## config.mk

```make
export PLATFORM = sky130hd
export DESIGN_NAME = cmos_capture_data
export DESIGN_NICKNAME = d
export VERILOG_FILES = /design/src/rtl/cmos_capture_data.sv
export SDC_FILE = /design/constraint.sdc
export NUM_CORES = 1
export LEC_CHECK = 0
export ABC_CLOCK_PERIOD_IN_PS = 3500
export BUFFER_PORTS_ARGS = -buffer_cell sky130_fd_sc_hd__buf_2
export CORE_ASPECT_RATIO = 0.75
export CORE_MARGIN = 2
export CORE_UTILIZATION = 25
export DETAILED_ROUTE_END_ITERATION = 10
export GPL_ROUTABILITY_DRIVEN = 0
export HOLD_SLACK_MARGIN = 0.06
export PLACE_DENSITY_LB_ADDON = 0.12
export SYNTH_ARGS = -nofsm -noshare
export SYNTH_HDL_FRONTEND = slang
export SYNTH_SLANG_ARGS = --single-unit
```

## constraint.sdc

```tcl
create_clock -name cam_pclk -period 3.5 [get_ports cam_pclk]
set_clock_uncertainty 0.1 [all_clocks]
set_input_delay 0.525 -clock cam_pclk [delete_from_list [all_inputs] [get_ports cam_pclk]]
set_output_delay 0.525 -clock cam_pclk [all_outputs]
set_load 0.02 [all_outputs]
```

## src/rtl/cmos_capture_data.sv

```systemverilog
// cmos_capture_data
// Turns the 8-bit camera byte stream into RGB565 pixels. Frames are ignored for
// WAIT_FRAME vsync pulses after reset, while the sensor configuration settles.
// Sync inputs go through a two-flop delay. Byte pairs are assembled high byte
// first. A line that ends on an odd byte is flagged.

module cmos_capture_data #(
   parameter logic [3:0] WAIT_FRAME = 4'd10
) (
   input  logic        cam_pclk,
   input  logic        rst_n,
   input  logic        cam_vsync,
   input  logic        cam_href,
   input  logic [7:0]  cam_data,
   output logic        cmos_frame_vsync,
   output logic        cmos_frame_href,
   output logic        cmos_frame_valid,
   output logic [15:0] cmos_frame_data,
   output logic        cmos_line_err
);

   logic        vsyncD0_q, vsyncD1_q;
   logic        hrefD0_q, hrefD1_q;
   logic [3:0]  frameCnt_q, frameCnt_d;
   logic        frameValFlag_q, frameValFlag_d;
   logic        phase_q, phase_d;
   logic [7:0]  highByte_q, highByte_d;
   logic [15:0] pixData_q, pixData_d;
   logic        byteFlag_q, byteFlag_d;
   logic        byteFlagD0_q;
   logic        lineErr_q, lineErr_d;
   logic        posVsync;
   logic        oddLineEnd;

   assign posVsync = vsyncD0_q & ~vsyncD1_q;

   // The line is ending (href_d0 about to fall) while a high byte is still waiting for its partner
   assign oddLineEnd = hrefD0_q & ~cam_href & phase_q;

   // Next-state logic: warm-up frame counting and byte pairing driven by cam_href alone
   always_comb begin
      frameCnt_d     = frameCnt_q;
      frameValFlag_d = frameValFlag_q;
      phase_d        = 1'b0;
      highByte_d     = highByte_q;
      pixData_d      = pixData_q;
      byteFlag_d     = 1'b0;
      lineErr_d      = oddLineEnd;

      if (posVsync && (frameCnt_q < WAIT_FRAME))
         frameCnt_d = frameCnt_q + 4'd1;

      if (frameCnt_q == WAIT_FRAME)
         frameValFlag_d = 1'b1;

      if (cam_href) begin
         phase_d = ~phase_q;
         if (!phase_q) begin
            highByte_d = cam_data;
         end else begin
            pixData_d  = {highByte_q, cam_data};
            byteFlag_d = 1'b1;
         end
      end else if (oddLineEnd) begin
         highByte_d = 8'd0;
      end
   end

   // State registers; reset aborts any partial pixel and restarts the warm-up count
   always_ff @(posedge cam_pclk or negedge rst_n) begin
      if (!rst_n) begin
         vsyncD0_q      <= 1'b0;
         vsyncD1_q      <= 1'b0;
         hrefD0_q       <= 1'b0;
         hrefD1_q       <= 1'b0;
         frameCnt_q     <= 4'd0;
         frameValFlag_q <= 1'b0;
         phase_q        <= 1'b0;
         highByte_q     <= 8'd0;
         pixData_q      <= 16'd0;
         byteFlag_q     <= 1'b0;
         byteFlagD0_q   <= 1'b0;
         lineErr_q      <= 1'b0;
      end else begin
         vsyncD0_q      <= cam_vsync;
         vsyncD1_q      <= vsyncD0_q;
         hrefD0_q       <= cam_href;
         hrefD1_q       <= hrefD0_q;
         frameCnt_q     <= frameCnt_d;
         frameValFlag_q <= frameValFlag_d;
         phase_q        <= phase_d;
         highByte_q     <= highByte_d;
         pixData_q      <= pixData_d;
         byteFlag_q     <= byteFlag_d;
         byteFlagD0_q   <= byteFlag_q;
         lineErr_q      <= lineErr_d;
      end
   end

   // Outputs are gated by the warm-up flag, except the line error, which always reports
   assign cmos_frame_vsync = vsyncD1_q & frameValFlag_q;
   assign cmos_frame_href  = hrefD1_q & frameValFlag_q;
   assign cmos_frame_valid = byteFlagD0_q & frameValFlag_q;
   assign cmos_frame_data  = frameValFlag_q ? pixData_q : 16'd0;
   assign cmos_line_err    = lineErr_q;

endmodule

```

Word level (Yosys, flattened, before mapping)
Index checks and enable logic that the tools add are counted.
{ "op_classes": {"reduce_logical": 4, "add_sub_neg": 1, "mux": 7, "eq_ne": 2, "order_cmp": 1, "bitwise_logic": 9} }
{ "ops": {"columns": ["cell", "n"], "rows": [
  ["$mux 8", 3],
  ["$mux 16", 1],
  ["$and 1x1->1", 6],
  ["$add 4x1->4 const B", 1],
  ["$eq 4x4->1 const B", 1],
  ["$lt 4x4->1 const B", 1],
  ["$reduce_and 2->1", 2],
  ["$mux 1", 3],
  ["$not 1->1", 3],
  ["$ne 2x2->1 const B", 1],
  ["$reduce_bool 2->1", 1],
  ["$logic_and 1x1->1", 1]
]} }
{ "totals": {"inputBits": 12, "word_cells": 36, "output_inout_bits": 20, "reg_bits": 37} }

Longest topological paths before layout
{ "logic_depth": {"ltp_word": 5, "mapped_depth": 5, "mapped_depth_nobuf": 4} }

Worst setup path before layout
No wires, ideal clock.
{ "synth_path": {"path_kind": "reg-to-output", "from": "register frameValFlag_q", "to": "output port cmos_frame_data[10]", "slack_ps": 2115, "arrival_ps": 760, "path_buffers": 1, "path_stages_with_launch": 3, "required_ps": 2875, "path_cell_list": "dfrtp_1 -> clkbuf_1 -> and2_1"} }
{ "synth_between": {"elab_chain_cells": 1} }
{ "synth_rtl": {"columns": ["item", "line_no", "source"], "rows": [
  ["from (decl)", "25", "logic frameValFlag_q, frameValFlag_d;"],
  ["from (signal assigned)", "90", "frameValFlag_q <= frameValFlag_d;"],
  ["$mux 16", "104", "assign cmos_frame_data = frameValFlag_q ? pixData_q : 16'd0;"],
  ["to (decl)", "18", "output logic [15:0] cmos_frame_data,"]
]} }
No other way between the ends.

Worst setup path after layout
{ "layout_path": {"from": "register frameValFlag_q", "to": "output port cmos_frame_data[12]"} }
Same word-level chain as after synthesis.

==> results.sh <==
export IMPL_io_pins=32
export IMPL_tns_ps=0
export IMPL_place_inst=229
export IMPL_grt_max_degree=38
export IMPL_p_total_mw=1.32
export IMPL_clock_fmax_mhz=513
export IMPL_io_buffers=31
export IMPL_coreArea_mm2=0.00592
export IMPL_stdcell_count=237
export IMPL_hold_viol_final=0
export IMPL_crit_fanout=20
export IMPL_yosys_cell_types_count=23
export IMPL_r2r_slack_ps=2060
export IMPL_reg2reg_from="phase_q"
export IMPL_vias_per_cell=4.41
export IMPL_seq_area_um2=926
export IMPL_hold_buffers=0
export IMPL_antennaDiodeCount=0
export IMPL_path_class="register to primary output"
export IMPL_min_path_type="primary input to asynchronous set/reset pin"
export IMPL_pre_cts_slack_ps=1730
export IMPL_finalNetCount=172
export IMPL_vdd_drop_max_mv=0.200
export IMPL_dieArea_mm2=0.00686
export IMPL_grt_use_total_pct=11.0
export IMPL_drtIter0Drc=54
export IMPL_grt_pass1_wl_um=5560
export IMPL_syn_to_final_growth_pct=19.6
export IMPL_largest_register_ffs=16
export IMPL_num_rows=24
export IMPL_cts_sinks=37
export IMPL_fin_crit_sh_pct=55.7
export IMPL_outcome="completed"
export IMPL_grt_pass1_vias=1060
export IMPL_syn_cell_area_mm2=0.00155
export IMPL_top_register="pixData_q"
export IMPL_cts_resized_gates=0
export IMPL_yosys_warnings=0
export IMPL_worstRegToRegCells=2
export IMPL_slew_headroom_pct=44.6
export IMPL_rsz0062_at_grt="no"
export IMPL_initial_core_util_pct=26.2
export IMPL_n_fill_cell=605
export IMPL_cts_clk_slew_worst_paths_ps=70
export IMPL_grt_overflow=0
export IMPL_avgSynthCellArea_um2=12.4
export IMPL_cts_buffers=5
export IMPL_critical_path_arrival_ps=1330
export IMPL_top_regs="pixData_q (16), highByte_q (8), frameCnt_q (4)"
export IMPL_grt_antenna_before_repair=0
export IMPL_layout_setup_ws_ps=1550
export IMPL_r2r_end="pixData_q[14]"
export IMPL_multi_input_area_um2=579
export IMPL_cellLeakagePower_nw=0.900
export IMPL_post_cts_buffers=0
export IMPL_ys_ff_latch=37
export IMPL_endpoint_kind="primary output"
export IMPL_ys_seq_area_share_pct=59.6
export IMPL_setup_viol=0
export IMPL_totalWireLength_um=3320
export IMPL_worstPathRequired_ps=2870
export IMPL_root_buffer="clkbuf_8"
export IMPL_synth_nets=139
export IMPL_worst_pin_slew_ps=831
export IMPL_power_density_mw_per_mm2=711
export IMPL_synthCells=125
export IMPL_period_needed_ps=1950
export IMPL_drc=0
export IMPL_cp_start_kind="register"
export IMPL_num_vias=1044
export IMPL_postRouteAntennaNets=0
export IMPL_routedWlPerCell_um=14.0
export IMPL_dpl_hpwl_um=2250
export IMPL_drive_gt1_share_pct=33.3
export IMPL_clockBufferDepth=2
export IMPL_drv_cap=0
export IMPL_clk_latency_ps=290
export IMPL_cts_tree="yes"
export IMPL_firstDrtPassIters=4
export IMPL_hold_ws_ps=225
export IMPL_dieHeight_um=72.3
export IMPL_h_tree_depth=2
export IMPL_maxSlewViolCount=0
export IMPL_dieWidth_um=95
worst max-delay path by stage:
| stage | startpoint | end | cells past startpoint |
|---|---|---|---|
| floorplan | frameValFlag_q | cmos_frame_data[10] | 2 |
| global placement | cam_href | pixData_q[14] | 3 |
| detailed placement | cam_href | pixData_q[3] | 3 |
| CTS | frameValFlag_q | cmos_frame_data[12] | 2 |
| global route | frameValFlag_q | cmos_frame_data[12] | 2 |
| finish | frameValFlag_q | cmos_frame_data[12] | 2 |
synthesized netlist by cell type (all sizes together):
library cell,instances,area (µm²)
a21oi,9,45.0
a22o,1,8.76
a31oi,1,6.26
a41o,1,10.0
a41oi,1,8.76
and2,19,119
buf,3,21.3
clkbuf,2,7.51
dfrtp,37,926
ha,2,25.0
inv,5,18.8
mux2,16,214
nand2,6,25.0
nand2b,1,6.26
nor2,9,33.8
nor2b,1,6.26
o21ai,1,5.00
o21bai,1,7.51
o22ai,8,50.1
xnor2,1,8.76
through the flow:
step,cell area (µm²),util (%)
3_5_place_dp,1780,30.0
6_report,1860,31.4
2_1_floorplan,1550,-
3_3_place_gp,1780,30.0
5_1_grt,1860,31.4
4_1_cts,1860,31.4
power breakdown:
group,total (mW),internal [mW],switching [mW]
Clock,0.292,0.142,0.150
Sequential,0.615,0.519,0.0962
Combinational,0.413,0.193,0.221
Total,1.32,0.853,0.467
critical path, cell delays in order (launching register included):
cell and delay [ps]:
dfrtp_1 660, and2_1 210, buf_2 160
cells by family (layout without fill, tap and decap cells):
family,after synthesis,after routing,share of synthesized area [%]
flip-flops,37,37,59.6
multiplexers,16,16,13.8
AO/OA/AOI/OAI,23,23,9.11
buffers and inverters,10,44,3.06
AND/OR/NAND/NOR,36,36,12.2
XOR/XNOR,1,1,0.564
adder cells (fa/ha/maj),2,2,1.61
routing by layer:
layer  share of wire (%)  up-vias  track usage, %
met5                   0        -               0
met4                 1.5        0            4.83
met3                 5.7        7            3.43
met2                  44       29            16.0
met1                  48      520            15.2
li1                    -      488               -
final cells by class:
cell class                      instances  area share, %
Clock buffer                            8           4.31
Multi-Input combinational cell         78           31.2
Tap cell                               78           5.26
Timing Repair Buffer                   31           8.36
Inverter                                5           1.01
Sequential cell                        37           49.9
cell usage in the layout (no fill, tap or decap):
cell / Yosys / final
nand2_2: 1 / 1
a22o_1: 1 / 1
clkbuf_1: 2 / 3
buf_2: 2 / 31
a31oi_1: 1 / 1
clkbuf_8: 0 / 5
nand2b_1: 1 / 1
o21bai_1: 1 / 1
xnor2_1: 1 / 1
nor2b_1: 1 / 1
ha_1: 2 / 2
o21ai_0: 1 / 1
inv_1: 5 / 5
a41oi_1: 1 / 1
a21oi_1: 9 / 9
o22ai_1: 8 / 8
nand2_1: 5 / 5
a41o_1: 1 / 1
nor2_1: 9 / 9
mux2_4: 9 / 9
and2_1: 19 / 19
dfrtp_1: 37 / 37
mux2_2: 7 / 7
Note: power is estimated with default switching activity, not from simulation.
